--- config.mk ---
export PLATFORM = sky130hd
export DESIGN_NAME = alu_led_scanner
export DESIGN_NICKNAME = d
export VERILOG_FILES = /design/src/rtl/alu_led_scanner.sv
export SDC_FILE = /design/constraint.sdc
export NUM_CORES = 1
export LEC_CHECK = 0
export ABC_AREA = 1
export BUFFER_PORTS_ARGS = -buffer_cell sky130_fd_sc_hd__buf_2
export CORE_ASPECT_RATIO = 1.75
export CORE_MARGIN = 2
export CORE_UTILIZATION = 40
export CTS_CLUSTER_SIZE = 30
export DETAILED_ROUTE_END_ITERATION = 6
export HOLD_SLACK_MARGIN = 0.05
export PLACE_DENSITY = 0.58
export SETUP_SLACK_MARGIN = 0.2
export SLEW_MARGIN = 5
export SYNTH_ARGS = -nofsm -noshare
export SYNTH_HDL_FRONTEND = slang
export SYNTH_SLANG_ARGS = --single-unit
--- constraint.sdc ---
create_clock -name clk -period 2.7 [get_ports clk]
set_clock_uncertainty 0.1 [all_clocks]
set_input_delay 0.54 -clock clk [delete_from_list [all_inputs] [get_ports clk]]
set_output_delay 0.54 -clock clk [all_outputs]
set_load 0.03 [all_outputs]
--- src/rtl/alu_led_scanner.sv ---
// ---------------------------------------------------------------------------
// alu_led_scanner
//
// Registered LED display sequencer for the ALU result bus. Shows one byte
// lane of the result word, or a flag page, on an 8-bit LED bank. The page is
// picked manually from switches or stepped automatically, with each page
// held for DWELL clock cycles.
//
// Optional feature macro: LED_HOLD_EN
//   defined   : F and flags are sampled into hold registers when capture=1,
//               and LED shows the held copy.
//   undefined : LED shows the live F and flags; capture is ignored.
//
// Parameters:
//   DATA_W  result width, multiple of 8, 8..64
//   SEL_W   select/lane width, 2**SEL_W > DATA_W/8
//   DWELL   cycles per page in scan mode, >= 1
//
// Ports:
//   clk         system clock, all state on the rising edge
//   rst_n       asynchronous active-low reset
//   F           ALU result
//   ZF/CF/SF/OF ALU flags
//   capture     load hold registers (LED_HOLD_EN only)
//   auto        1 = automatic page scan, 0 = manual select
//   F_LED_SW    manual page select
//   LED         displayed page, registered
//   lane        page index currently driving LED, registered
//   o_dbg_mode  current mode (0 = MANUAL, 1 = SCAN), registered
//
// Handshake: none. Every input is sampled on every rising edge and the
// outputs reflect that sample one cycle later.
// ---------------------------------------------------------------------------
module alu_led_scanner #(
    parameter int DATA_W = 32,
    parameter int SEL_W  = 3,
    parameter int DWELL  = 50_000_000
) (
    input  logic              clk,
    input  logic              rst_n,
    input  logic [DATA_W-1:0] F,
    input  logic              ZF,
    input  logic              CF,
    input  logic              SF,
    input  logic              OF,
    input  logic              capture,
    input  logic              auto,
    input  logic [SEL_W-1:0]  F_LED_SW,
    output logic [7:0]        LED,
    output logic [SEL_W-1:0]  lane,
    output logic              o_dbg_mode
);

    localparam int NLANE = DATA_W / 8;
    localparam int CNT_W = $clog2(DWELL + 1);
    localparam logic [SEL_W-1:0] FLAG_PAGE = SEL_W'(NLANE);
    localparam logic [CNT_W-1:0] CNT_LAST  = CNT_W'(DWELL - 1);

    typedef enum logic {
        MANUAL = 1'b0,
        SCAN   = 1'b1
    } mode_t;

    mode_t             r_mode;
    logic [CNT_W-1:0]  r_cnt;
    logic [SEL_W-1:0]  r_lane;
    logic [7:0]        r_led;

    logic [DATA_W-1:0] w_src_f;
    logic              w_src_zf;
    logic              w_src_cf;
    logic              w_src_sf;
    logic              w_src_of;

`ifdef LED_HOLD_EN
    logic [DATA_W-1:0] r_hold_f;
    logic              r_hold_zf;
    logic              r_hold_cf;
    logic              r_hold_sf;
    logic              r_hold_of;

    always_ff @(posedge clk or negedge rst_n) begin
        if (!rst_n) begin
            r_hold_f  <= '0;
            r_hold_zf <= 1'b0;
            r_hold_cf <= 1'b0;
            r_hold_sf <= 1'b0;
            r_hold_of <= 1'b0;
        end else if (capture) begin
            r_hold_f  <= F;
            r_hold_zf <= ZF;
            r_hold_cf <= CF;
            r_hold_sf <= SF;
            r_hold_of <= OF;
        end
    end

    assign w_src_f  = r_hold_f;
    assign w_src_zf = r_hold_zf;
    assign w_src_cf = r_hold_cf;
    assign w_src_sf = r_hold_sf;
    assign w_src_of = r_hold_of;
`else
    // capture has no function without hold registers.
    logic w_unused_capture;
    assign w_unused_capture = capture;

    assign w_src_f  = F;
    assign w_src_zf = ZF;
    assign w_src_cf = CF;
    assign w_src_sf = SF;
    assign w_src_of = OF;
`endif

    // Any switch value past the last byte lane selects the flag page.
    logic [SEL_W-1:0] w_sw_page;
    assign w_sw_page = (F_LED_SW >= FLAG_PAGE) ? FLAG_PAGE : F_LED_SW;

    // Scan order is lanes 0..NLANE-1, then the flag page, then wrap.
    logic [SEL_W-1:0] w_scan_next;
    assign w_scan_next = (r_lane >= FLAG_PAGE) ? '0 : r_lane + SEL_W'(1);

    mode_t            w_next_mode;
    logic [CNT_W-1:0] w_next_cnt;
    logic [SEL_W-1:0] w_next_lane;

    // A mode change takes priority over the dwell terminal count.
    always_comb begin
        w_next_mode = r_mode;
        w_next_cnt  = r_cnt;
        w_next_lane = r_lane;
        case (r_mode)
            MANUAL: begin
                if (auto) begin
                    w_next_mode = SCAN;
                    w_next_cnt  = '0;
                    w_next_lane = '0;
                end else begin
                    w_next_lane = w_sw_page;
                end
            end
            SCAN: begin
                if (!auto) begin
                    w_next_mode = MANUAL;
                    w_next_cnt  = '0;
                    w_next_lane = w_sw_page;
                end else if (r_cnt == CNT_LAST) begin
                    w_next_cnt  = '0;
                    w_next_lane = w_scan_next;
                end else begin
                    w_next_cnt  = r_cnt + CNT_W'(1);
                end
            end
            default: begin
                w_next_mode = MANUAL;
                w_next_cnt  = '0;
                w_next_lane = '0;
            end
        endcase
    end

    // LED is computed from the lane that will be current after this edge,
    // so the display and the lane index always move together.
    logic [7:0] w_page_led;
    always_comb begin
        w_page_led = {w_src_zf, w_src_cf, w_src_sf, 4'b0000, w_src_of};
        for (int k = 0; k < NLANE; k++) begin
            if (w_next_lane == SEL_W'(k)) begin
                w_page_led = w_src_f[8*k +: 8];
            end
        end
    end

    always_ff @(posedge clk or negedge rst_n) begin
        if (!rst_n) begin
            r_mode <= MANUAL;
            r_cnt  <= '0;
            r_lane <= '0;
            r_led  <= 8'h00;
        end else begin
            r_mode <= w_next_mode;
            r_cnt  <= w_next_cnt;
            r_lane <= w_next_lane;
            r_led  <= w_page_led;
        end
    end

    assign LED        = r_led;
    assign lane       = r_lane;
    assign o_dbg_mode = (r_mode == SCAN);

endmodule

### Word-level counts from Yosys, hierarchy flattened

Index checks and enable logic that the tools add are counted.

| cells by class | value |
|---|---|
| add/sub/neg operators | 2 |
| $mul | 0 |
| divide/modulo/power cells | 0 |
| $lt $le $gt $ge | 2 |
| eq/ne operators | 5 |
| shifts and indexed selects | 0 |
| multiplexer cells | 15 |
| bitwise gates (word level) | 1 |
| reduce and logical (&&, ||, !) cells | 1 |

Operators with widths:

| operator | count |
|---|---|
| $mux W26 | 3 |
| $pmux W26 S2 | 1 |
| $mux W8 | 4 |
| $add A26 B1 Y26 const B | 1 |
| $eq A26 B26 Y1 const B | 1 |
| $mux W3 | 5 |
| $eq A3 B2 Y1 const B | 2 |
| $ge A3 B3 Y1 const B | 2 |
| $pmux W3 S2 | 1 |
| $add A3 B1 Y3 const B | 1 |
| $eq A3 B1 Y1 const B | 1 |
| $logic_not A3 Y1 | 1 |
| $ne A2 B2 Y1 const B | 1 |
| $mux W1 | 1 |
| $not A1 Y1 | 1 |

| storage, ports and cells | value |
|---|---|
| register bits after elaboration | 38 |
| latch bits | 0 |
| bits in writable memories | 0 |
| ROM bits | 0 |
| output and inout port bits | 12 |
| word-level logic and storage cells | 30 |
| memories kept | 0 |

### Depth between registers and ports, before layout

Gate-level depths: netlist (run 1).

| depth | value |
|---|---|
| word-level depth | 10 |
| depth in mapped cells | 16 |
| depth with buffers taken out | 16 |

### Worst setup path after synthesis (run 1)

No wires, ideal clock.

| path | value |
|---|---|
| path kind | reg2reg |
| start | reg r_lane[0], in the netlist lane[0] |
| end | reg r_led[5], in the netlist LED[5] |
| library setup time | 116 ps |
| arrival | 1771 ps |
| data required time | 2484 ps |
| setup slack | 713 ps |
| stages on the path, launching flop included | 14 |
| period minus slack after synthesis | 1987 ps |
| path through | dfrtp_1 inv_1 ha_1 nand2_1 nand3_1 nand3_2 nand2_4 nor2_8 buf_6 nand3b_1 nand3_1 nand2_1 nand2_1 nand2_1 |

| between the ends | value |
|---|---|
| cells in the longest elaborated chain, start to end | 10 |

RTL lines:

| item | RTL line | text |
|---|---|---|
| from (decl) | 66 | `logic [SEL_W-1:0] r_lane;` |
| from (signal assigned) | 183 | `r_lane <= w_next_lane;` |
| $add A3 B1 Y3 / $ge A3 B3 Y1 (equally long branches) | 121 | `assign w_scan_next = (r_lane >= FLAG_PAGE) ? '0 : r_lane + SEL_W'(1);` |
| $mux W3 (*) | 121 |  |
| $mux W3 (*) | 147 | `end else if (r_cnt == CNT_LAST) begin` |
| $mux W3 (*) | 143 | `if (!auto) begin` |
| $pmux W3 S2 (*) | 132 | `case (r_mode)` |
| net w_next_lane[1] | 125 | `logic [SEL_W-1:0] w_next_lane;` |
| $logic_not A3 Y1 | 168 | `if (w_next_lane == SEL_W'(k)) begin` |
| $mux W8 (3 in series) | 168 |  |
| $mux W8 (*) | 168 |  |
| net w_page_led[5] | 164 | `logic [7:0] w_page_led;` |
| to (signal assigned) | 184 | `r_led <= w_page_led;` |
| to (decl) | 67 | `logic [7:0] r_led;` |

Mark *: on every way through the listed nets, which the timed path passes. The rest lies on a longest branch.
A chain may end at the register's enable or synchronous reset.

### Final worst setup path (run 1)

| path | value |
|---|---|
| start | reg r_cnt[0] |
| end | reg r_led[7], in the netlist LED[7] |

| between the ends | value |
|---|---|
| cells in the longest elaborated chain, start to end | 9 |

RTL lines:

| item | RTL line | text |
|---|---|---|
| from (decl) | 65 | `logic [CNT_W-1:0] r_cnt;` |
| from (signal assigned) | 182 | `r_cnt <= w_next_cnt;` |
| $eq A26 B26 Y1 (*) | 147 |  |
| $mux W3 (*) | 147 |  |
| $mux W3 (*) | 143 |  |
| $pmux W3 S2 (*) | 132 |  |
| $logic_not A3 Y1 | 168 |  |
| $mux W8 (3 in series) | 168 |  |
| $mux W8 (*) | 168 |  |
| net w_page_led[7] | 164 |  |

Marks and branches as above.

==> qor.txt, run 1 <==
Status = complete, no violations
Final GP Congestion = 0.7871
1st-iter DRT viols = 61
Pint = 943.7 uW
RSZ-0062 raised after global routing = no
Top layer reached by signal wires = met4
Commonest non-fill, non-tap cell in the layout = nand2_1
Sw Pwr = 385.7 uW
TritonCTS clock tree = done
Worst vdd ir = 0.2619 mV
Final period util = 84.30%
Crit Path Category = flop to flop
Synth warnings = 0
Via/cell ratio = 4.944
WL met1 = 2194 microns
Combinational Power Share = 17.1%
CP top delay family = simple AND/OR/NAND/NOR gates
Final setup fails = 0
Sequential share of power = 45.2%
Total GRT Usage = 20.38%
Syn Inst Count = 313
Max cap viols = 0
Setup ws final = 0.4239 ns
Metal3 WL = 220 microns
Die Y = 105.8 microns
P&R area growth vs syn = 21.04%
WL/cell = 13.06 microns
Clock Power Share = 37.7%
Worst Hold Class = input pin to async pin
Ports = 55
Fmax = 0.4394 GHz
Critical path, cell by cell = ha_1 -> nand3_2 -> inv_1 -> nand2_2 -> nor2_4 -> nand2_2 -> nand2_1 -> nand3_2 -> nand2_4 -> buf_6 -> nor2_4 -> nand2_2 -> inv_2 -> a21oi_1 -> a21oi_1
Final Slew Violations = 0
Seq/Total Area, Yosys = 40.17%
DRT Wirelength = 5875 microns
IO buf count = 53
Worst path most repeated cell = nand2_2
Initial antenna violation count = 0
Grt ovf = 0
Pre-CTS setup slack = 0.3341 ns
Worst Path Buf+Inv = 3
Switching Share = 29.01%
Critical path's largest stage delay = 0.39 ns
CP Data Arrival Time = 2.36 ns
Mapped Avg Cell Area = 7.563 sq um
# rows = 37
Setup Total Neg Slack = 0 ns
# DRC = 0
DR pass1 iterations = 4
Slowest CP cell = dfrtp_1
Maximum buffer depth of the clock tree = 2
DRT antenna net count = 0
H-tree levels = 2
Final core utilization = 49.51%
Die area = 6574 sq um
Core area = 5787 sq um
First-pass GRT wire length = 10,590 microns
Met2 wire length = 3365 microns
Detailed-route via count = 2,225
Most frequent cells in the layout = nand2_1 (77), buf_2 (53), inv_1 (42)
Worst EP required = 2.78 ns
Final hold violation count = 0
Worst-Margin Slew = 0.8708 ns
Hold_buf cts = 0
Die W = 62.16 microns
Slew headroom = 41.95%
Setup crit start kind = flop
Pwr dens = 464.0 nW/um^2
Nets@finish = 417
Number of inserted diodes = 0
Worst-path fanout max = 11
CTS buffer count = 5
Fraction of layout cells with a size suffix above 1 = 27.15%
Yosys reg bits = 38
Distinct cells, synth = 31
Clk Tree Root Cell = clkbuf_8
Vias in the first global route = 2,273
Static Leak = 1.361 nW
Final min period = 2.276 ns
CTS clk-pin slew, worst paths = 0.08 ns
Critical path depth in cells = 15
R2R cell count = 15
Pin count of the biggest net entering global routing = 39
Synth Cell Area = 2367 sq um
CP endpoint kind = flop
Initial core utilization = 40.91%
Clk Latency, worst-skew pair = 0.30 ns
Clock Sinks = 38
Net count after synthesis = 359
DPL Wire Length = 4572 microns
==> per-stage QoR <==
stage / power, mW / instances / hold slack (ns) / instance area (sq um)
after floorplan: 0.7536 / 313 / 0.1444 / 2367
after global placement: 0.8401 / 440 / 0.4096 / 2708
after detailed placement: 0.8409 / 440 / 0.4192 / 2708
after CTS: 1.342 / 448 / 0.2799 / 2821
after global routing: 1.392 / 450 / 0.3090 / 2865
final: 1.329 / 450 / 0.2497 / 2865
==> kinds of logic after synthesis <==
kind of cell	Yosys count	share of synthesized area [%]
AOI/OAI and AO/OA	46	11.20
xor gates and xnor gates	5	1.850
adders and majority gates	3	1.586
buffers and inverters	53	9.302
DFF	38	40.17
and+or+nand+nor	168	35.89
==> worst register-to-register path, stage by stage (launching register included) <==
cell	delay (ns)
dfrtp_1	0.39
ha_1	0.22
nand3_2	0.13
inv_1	0.11
nand2_2	0.07
nor2_4	0.13
nand2_2	0.09
nand2_1	0.08
nand3_2	0.08
nand2_4	0.09
buf_6	0.16
nor2_4	0.06
nand2_2	0.16
inv_2	0.09
a21oi_1	0.14
a21oi_1	0.08
==> flip-flops by register name, summed over array words and instances (netlist names) <==
signal      flops
o_dbg_mode      1
LED             8
lane            3
r_cnt          26
==> per-layer routing <==
metal  vias to the layer above  global-route usage [%]
met3                         5                   3.415
li1                       1137                       -
met2                        57                   40.53
met4                         0                   6.667
met5                         -                       0
met1                      1026                   21.10
==> cells in the mapped netlist <==
| library cell | count | area share, % |
|---|---|---|
| nand4_1 | 4 | 1.1 |
| nand3b_1 | 3 | 0.95 |
| o32ai_1 | 3 | 1.1 |
| nor3_4 | 1 | 0.69 |
| ha_1 | 3 | 1.6 |
| nand2_1 | 78 | 12 |
| clkbuf_1 | 4 | 0.63 |
| nor2_1 | 21 | 3.3 |
| a21oi_1 | 9 | 1.9 |
| buf_6 | 2 | 0.95 |
| o21ai_1 | 2 | 0.42 |
| o22ai_1 | 9 | 2.4 |
| xor2_1 | 4 | 1.5 |
| a31oi_1 | 6 | 1.6 |
| nand3_2 | 5 | 2.1 |
| nor2_2 | 5 | 1.3 |
| nor2_8 | 1 | 0.85 |
| o31ai_1 | 2 | 0.63 |
| xnor2_1 | 1 | 0.37 |
| o21ai_0 | 15 | 3.2 |
| nor4_1 | 2 | 0.53 |
| buf_4 | 1 | 0.32 |
| inv_4 | 1 | 0.26 |
| nand2_2 | 8 | 2.1 |
| nor3_1 | 3 | 0.63 |
| inv_2 | 3 | 0.48 |
| nand3_1 | 29 | 6.1 |
| nand2_4 | 3 | 1.4 |
| inv_1 | 42 | 6.7 |
| nor2_4 | 5 | 2.4 |
| dfrtp_1 | 38 | 40 |
==> power groups by stage <==
stage / Clock (mW) / Combinational [mW] / Sequential [mW]
after floorplan: 0 / 0.0975 / 0.656
after global placement: 0 / 0.228 / 0.612
after detailed placement: 0 / 0.228 / 0.613
after CTS: 0.512 / 0.228 / 0.602
after global routing: 0.531 / 0.256 / 0.605
final: 0.501 / 0.228 / 0.601
==> final timing paths <==
path,to,from,slack (ns)
min in group clk,o_dbg_mode,auto,0.31
max,LED[7],r_cnt[0],0.42
max reg2reg,LED[7],r_cnt[0],0.42
min,r_cnt[10],rst_n,0.25
min reg2reg,r_cnt[23],r_cnt[23],0.43
max in group asynchronous,r_cnt[21],rst_n,1.71
==> what timing repair did <==
action	CTS	global route
endpoints found under the setup margin	0	11
hold endpoints to repair	0	0
buffers inserted	0	2
gates resized for setup	0	5
==> final cells by class <==
class / count / area (sq um)
well taps: 78 / 97.59
fillers: 603 / 2922
repair buffers: 58 / 319.1
flip-flops and latches: 38 / 950.9
clock buffers: 5 / 68.82
clock inverters: 3 / 45.04
multi-input cells: 222 / 1209
inverters: 46 / 175.2
No activity file was read; power rests on OpenSTA's default activity.
==> run 2, diff against run 1 <==
--- a/config.mk
+++ b/config.mk
@@ -13,7 +13,7 @@
 export CTS_CLUSTER_SIZE = 30
 export DETAILED_ROUTE_END_ITERATION = 6
 export HOLD_SLACK_MARGIN = 0.05
-export PLACE_DENSITY = 0.58
+export PLACE_DENSITY = 0.61
 export SETUP_SLACK_MARGIN = 0.2
 export SLEW_MARGIN = 5
 export SYNTH_ARGS = -nofsm -noshare
==> constraint.sdc (replaced) <==
create_clock -name clk -period 1.9 [get_ports clk]
set_clock_uncertainty 0.1 [all_clocks]
set_input_delay 0.38 -clock clk [delete_from_list [all_inputs] [get_ports clk]]
set_output_delay 0.38 -clock clk [all_outputs]
set_load 0.03 [all_outputs]
==> run 2 against run 1 <==
  * The run now ends with negative setup slack left
  * Sequential share of layout area fell by 7.4 points
  * Critical path depth is the same
  * Clock-buffer cell count is 2 higher
  * Final cell count up 17%
  * Critical path type unchanged
  * Highest routed layer unchanged
==> qor.txt, run 2 (same netlist as run 1, synthesis figures left out) <==
Crit Path Category = flop to flop (unchanged)
Commonest non-fill, non-tap cell in the layout = buf_4 (was nand2_1)
GRT busiest layer = met2 (unchanged)
Worst vdd ir = 0.4158 mV (was 0.2619 mV)
TritonCTS clock tree = done (unchanged)
# rows = 37 (unchanged)
Grt met3 use = 2.882% (was 3.415%)
Met2 Use GR = 46.74% (was 40.53%)
Pwr dens = 497.0 nW/um^2 (was 464.0 nW/um^2)
Most frequent cells in the layout = buf_4 (70), nand2_1 (69), buf_2 (54) (was nand2_1 (77), buf_2 (53), inv_1 (42))
Pin count of the biggest net entering global routing = 21 (was 39)
CP endpoint kind = flop (unchanged)
Maximum buffer depth of the clock tree = 2 (unchanged)
1st-iter DRT viols = 93 (was 61)
Biggest register = r_cnt (unchanged)
Worst-Margin Slew = 0.5375 ns (was 0.8708 ns)
Final GP Congestion = 0.8233 (was 0.7871)
First-pass GRT wire length = 11,810 microns (was 10,590 microns)
DRT Wirelength = 6902 microns (was 5875 microns)
Die area = 6574 sq um (unchanged)
Grt ovf = 0 (unchanged)
DR pass1 iterations = 5 (was 4)
WL/cell = 13.10 microns (was 13.06 microns)
# DRC = 0 (unchanged)
Final core utilization = 64.00% (was 49.51%)
Clk Latency, worst-skew pair = 0.30 ns (about the same)
R2r setup slk = -0.20 ns (was 0.42 ns)
P&R area growth vs syn = 56.45% (was 21.04%)
Max reg flops = 26 (unchanged)
Ports = 55 (unchanged)
Fraction of layout cells with a size suffix above 1 = 46.55% (was 27.15%)
RSZ-0062 raised after global routing = yes (was no)
Post-Place Cells = 493 (was 440)
Setup ws final = -0.2039 ns (was 0.4239 ns)
Slew headroom = 64.13% (was 41.95%)
Setup crit start kind = flop (unchanged)
Status = complete, but fails checks (was complete, no violations)
Failing checks = negative setup slack
CP Data Arrival Time = 2.24 ns (was 2.36 ns)
H-tree levels = 2 (unchanged)
IO buf count = 53 (unchanged)
Number of inserted diodes = 0 (unchanged)
Static Leak = 1.819 nW (was 1.361 nW)
Max cap viols = 0 (unchanged)
Initial antenna violation count = 0 (unchanged)
Final Non-Filler Cells = 527 (was 450)
Clock Sinks = 38 (unchanged)
Nets@finish = 494 (was 417)
Detailed-route via count = 2,577 (was 2,225)
DRT antenna net count = 0 (unchanged)
DPL Wire Length = 4996 microns (was 4572 microns)
Total GRT Usage = 22.65% (was 20.38%)
Worst-path fanout max = 5 (was 11)
Final setup fails = 25 (was 0)
Final hold violation count = 0 (unchanged)
Core area = 5787 sq um (unchanged)
Met1 demand-to-capacity share in global routing = 21.34% (was 21.10%)
CTS clk-pin slew, worst paths = 0.08 ns (about the same)
Setup Total Neg Slack = -2.465 ns (was 0 ns)
CTS buffer count = 5 (unchanged)
Fmax = 0.4753 GHz (was 0.4394 GHz)
Vias in the first global route = 2,749 (was 2,273)
Worst EP required = 2.03 ns (was 2.78 ns)
Die W = 62.16 microns (unchanged)
Final min period = 2.104 ns (was 2.276 ns)
Final period util = 110.7% (was 84.30%)
Final Slew Violations = 0 (unchanged)
Clk Tree Root Cell = clkbuf_8 (unchanged)
Via/cell ratio = 4.890 (was 4.944)
Pre-CTS setup slack = -0.2086 ns (was 0.3341 ns)
Worst Hold Class = input pin to flop (was input pin to async pin)
Die Y = 105.8 microns (unchanged)
Initial core utilization = 40.91% (unchanged)
[run 2: changes by cell type in the layout (fill, tap and decap cells not counted), sizes merged]
cell / delta
dlygate4sd3: +1
buf: +76
clkinvlp: -1
clkbuf: +2
inv: -1
clkinv: +1
bufinv: -1
[run 2: stage by stage]
step | power [mW] | instance area [sq um] | hold slack (ns)
after CTS | 1.849 | 3563 | 0.1450
after floorplan | 1.074 | 2391 | -0.01559
final | 1.841 | 3704 | 0.1535
after global routing | 1.931 | 3704 | 0.1513
after global placement | 1.226 | 3166 | 0.2627
after detailed placement | 1.230 | 3166 | 0.2686
[run 2: worst paths after layout]
check / start / endpoint / cells after the start
worst max-delay path: r_cnt[0] / LED[3] / 15
worst min-delay path: auto / o_dbg_mode / 1
worst max register to register: r_cnt[0] / LED[3] / 15
worst min register to register: r_cnt[25] / r_cnt[25] / 2
max in group asynchronous: rst_n / LED[1] / 3
min in group asynchronous: rst_n / r_cnt[8] / 2
[run 2: layout make-up]
class	count	area (sq um)
Fill cell	542	2083
Multi-Input combinational cell	222	1405
Clock inverter	1	5.005
Tap cell	78	97.59
Clock buffer	7	86.33
Timing Repair Buffer	135	969.7
Sequential cell	38	953.4
Inverter	46	186.4
[run 2: report_power, final]
group / internal (mW) / switching (mW)
Combinational: 0.153 / 0.236
Sequential: 0.842 / 0.0137
Clock: 0.293 / 0.303
[run 2: timing repair]
item                       in CTS  in global routing
buffers inserted               17                  6
cloned                          1                  1
setup endpoints to repair      34                 34
hold endpoints to repair       18                  0
hold buffers                    1                  0
pin swaps                      23                 13
gates resized for setup        34                 23
[run 2: worst max-delay path, stage by stage, from the launching register on]
cell	delay [ns]
dfrtp_1	0.41
ha_4	0.17
nand3_4	0.07
inv_4	0.08
nand2_4	0.05
nor2_4	0.12
nand2_2	0.09
nand2_2	0.07
nand3_2	0.08
nand2_4	0.14
inv_4	0.06
nor3_4	0.24
buf_6	0.16
buf_16	0.10
nand2_1	0.04
nand4_1	0.06
[run 2: metal layers]
layer / vias to the layer above / wire, microns
met2: 71 / 4027
li1: 1290 / -
met4: 0 / 225
met5: - / 0
met1: 1199 / 2418
met3: 17 / 231
==> run 3, diff against run 2 <==
--- a/config.mk
+++ b/config.mk
@@ -13,7 +13,6 @@
 export CTS_CLUSTER_SIZE = 30
 export DETAILED_ROUTE_END_ITERATION = 6
 export HOLD_SLACK_MARGIN = 0.05
-export PLACE_DENSITY = 0.61
 export SETUP_SLACK_MARGIN = 0.2
 export SLEW_MARGIN = 5
 export SYNTH_ARGS = -nofsm -noshare
==> run 3 against run 2 <==
  * The run still ends with negative setup slack left
  * Die area is the same
  * First-iteration DRC count grew 46%
  * Sequential power is essentially flat
  * Via count grew 2.3%
  * Utilization grew 3.6 points
  * Critical endpoint is now LED[0]
==> qor.txt, run 3 (same netlist as run 1, synthesis figures left out) <==
# rows = 37 (unchanged)
CP endpoint kind = flop (unchanged)
TritonCTS clock tree = done (unchanged)
Core area = 5787 sq um (unchanged)
Crit Path Category = flop to flop (unchanged)
DRT antenna net count = 0 (unchanged)
DRT Wirelength = 7510 microns (was 6902 microns)
GRT busiest layer = met2 (unchanged)
Worst-Margin Slew = 0.6198 ns (was 0.5375 ns)
Post-Place Cells = 496 (was 493)
Failing checks = negative setup slack (unchanged)
Final Slew Violations = 0 (unchanged)
Maximum buffer depth of the clock tree = 2 (unchanged)
Total GRT Usage = 23.03% (was 22.65%)
Number of inserted diodes = 0 (unchanged)
Final min period = 2.153 ns (was 2.104 ns)
Final GP Congestion = 0.8385 (was 0.8233)
Final hold violation count = 0 (unchanged)
Biggest register = r_cnt (unchanged)
Worst EP required = 1.99 ns (was 2.03 ns)
Fmax = 0.4644 GHz (was 0.4753 GHz)
Max cap viols = 0 (unchanged)
Setup Total Neg Slack = -3.188 ns (was -2.465 ns)
Status = complete, but fails checks (unchanged)
Fraction of layout cells with a size suffix above 1 = 48.80% (was 46.55%)
Final period util = 113.3% (was 110.7%)
CTS buffer count = 5 (unchanged)
Via/cell ratio = 4.925 (was 4.890)
Met1 demand-to-capacity share in global routing = 21.59% (was 21.34%)
Most frequent cells in the layout = nand2_1 (70), buf_4 (70), buf_2 (53) (was buf_4 (70), nand2_1 (69), buf_2 (54))
Final total power = 2.139 mW (was 1.841 mW)
Die W = 62.16 microns (unchanged)
WL/cell = 14.04 microns (was 13.10 microns)
Grt met3 use = 3.629% (was 2.882%)
Met2 Use GR = 46.89% (was 46.74%)
1st-iter DRT viols = 136 (was 93)
Initial core utilization = 40.91% (unchanged)
Post-DP Area = 3201 sq um (was 3166 sq um)
Worst vdd ir = 0.4731 mV (was 0.4158 mV)
Pint = 1.571 mW (was 1.288 mW)
Worst Hold Class = input pin to flop (unchanged)
Grt ovf = 0 (unchanged)
Static Leak = 1.957 nW (was 1.819 nW)
Max reg flops = 26 (unchanged)
DR pass1 iterations = 4 (was 5)
Final Non-Filler Cells = 535 (was 527)
Setup ws final = -0.2533 ns (was -0.2039 ns)
Vias in the first global route = 2,656 (was 2,749)
Sw Pwr = 568.1 uW (was 552.6 uW)
Initial antenna violation count = 0 (unchanged)
CTS clk-pin slew, worst paths = 0.08 ns (about the same)
DPL Wire Length = 4986 microns (was 4996 microns)
Clk Latency, worst-skew pair = 0.30 ns (about the same)
Final core utilization = 67.63% (was 64.00%)
P&R area growth vs syn = 65.33% (was 56.45%)
# DRC = 0 (unchanged)
First-pass GRT wire length = 11,790 microns (was 11,810 microns)
Final setup fails = 26 (was 25)
Clock Power Share = 40.3% (was 32.4%)
Pwr dens = 546.6 nW/um^2 (was 497.0 nW/um^2)
Pin count of the biggest net entering global routing = 17 (was 21)
H-tree levels = 2 (unchanged)
Clock Sinks = 38 (unchanged)
IO buf count = 53 (unchanged)
CP Data Arrival Time = 2.25 ns (was 2.24 ns)
Detailed-route via count = 2,635 (was 2,577)
Combinational Power Share = 19.7% (was 21.2%)
Clk Tree Root Cell = clkbuf_8 (unchanged)
Die area = 6574 sq um (unchanged)
Switching Share = 26.55% (was 30.02%)
Final Instance Area = 3914 sq um (was 3704 sq um)
Worst-path fanout max = 7 (was 5)
Ports = 55 (unchanged)
Nets@finish = 502 (was 494)
RSZ-0062 raised after global routing = yes (unchanged)
Slew headroom = 58.64% (was 64.13%)
Die Y = 105.8 microns (unchanged)
Sequential share of power = 39.9% (was 46.5%)
Setup crit start kind = flop (unchanged)
-- run 3: changes by cell type in the layout (fill, tap and decap cells not counted), moves of 3 or more --
cell | previous run | this run
buf_6 | 5 | 11
nand3_1 | 25 | 21
nand3_2 | 5 | 10
o21ai_0 | 10 | 6
o21ai_1 | 6 | 9
nand2_2 | 14 | 11
-- run 3: worst max-delay path: stages (launching register included) --
cell and delay (ns):
dfrtp_1 0.35, nand2_1 0.12, nor2_1 0.21, nand2_1 0.13, nor2_4 0.17, nand3_1 0.10, nand3_2 0.11, nand2_4 0.08
buf_12 0.13, nor2_8 0.14, nand3b_1 0.10, nand3_1 0.13, nand2_1 0.06, nand2_1 0.06, nand2_1 0.05
-- run 3: final cells by class --
cell class / instances / area, sq um
Fill cell: 470 / 1873
Multi-Input combinational cell: 223 / 1475
Timing Repair Buffer: 142 / 1060
Sequential cell: 38 / 953.4
Inverter: 46 / 185.2
Tap cell: 78 / 97.59
Clock buffer: 6 / 82.58
Clock inverter: 2 / 60.06
-- run 3: through the flow --
step                      hold slack (ns)  setup WS, ns
after floorplan                  -0.01559      -0.02526
after global placement             0.2179       -0.2233
after detailed placement           0.2215       -0.2545
after CTS                          0.1307       -0.1519
after global routing               0.1394       -0.3829
final                              0.1458       -0.2533
-- run 3: metal layers --
layer | wire length [microns] | up-vias
li1 | - | 1305
met1 | 2513 | 1226
met2 | 4427 | 88
met3 | 329 | 16
met4 | 239 | 0
met5 | 0 | -
-- run 3: path summary, 6_finish.rpt --
check | endpoint | slack (ns) | start | depth (start not counted)
setup / recovery | LED[0] | -0.25 | r_cnt[5] | 14
hold / removal | o_dbg_mode | 0.15 | auto | 1
setup reg to reg | LED[0] | -0.25 | r_cnt[5] | 14
hold reg to reg | r_cnt[19] | 0.49 | r_cnt[19] | 2
max in group asynchronous | LED[3] | 0.77 | rst_n | 3
min in group asynchronous | r_cnt[11] | 0.42 | rst_n | 2
-- run 3: power groups by stage --
stage / combinational (mW) / sequential [mW] / clock [mW]
final: 0.422 / 0.854 / 0.863
after global routing: 0.460 / 0.857 / 0.909
after detailed placement: 0.354 / 0.871 / 0
after floorplan: 0.141 / 0.933 / 0
after CTS: 0.404 / 0.853 / 0.883
after global placement: 0.352 / 0.871 / 0
-- run 3: timing repair --
action / CTS / global route
setup buffers: 21 / 8
gates resized for setup: 60 / 17
pin swaps: 33 / 15
endpoints found under the hold margin: 14 / 0
setup endpoints to repair: 28 / 34
cloned: 1 / 0
hold buffers: 1 / 0
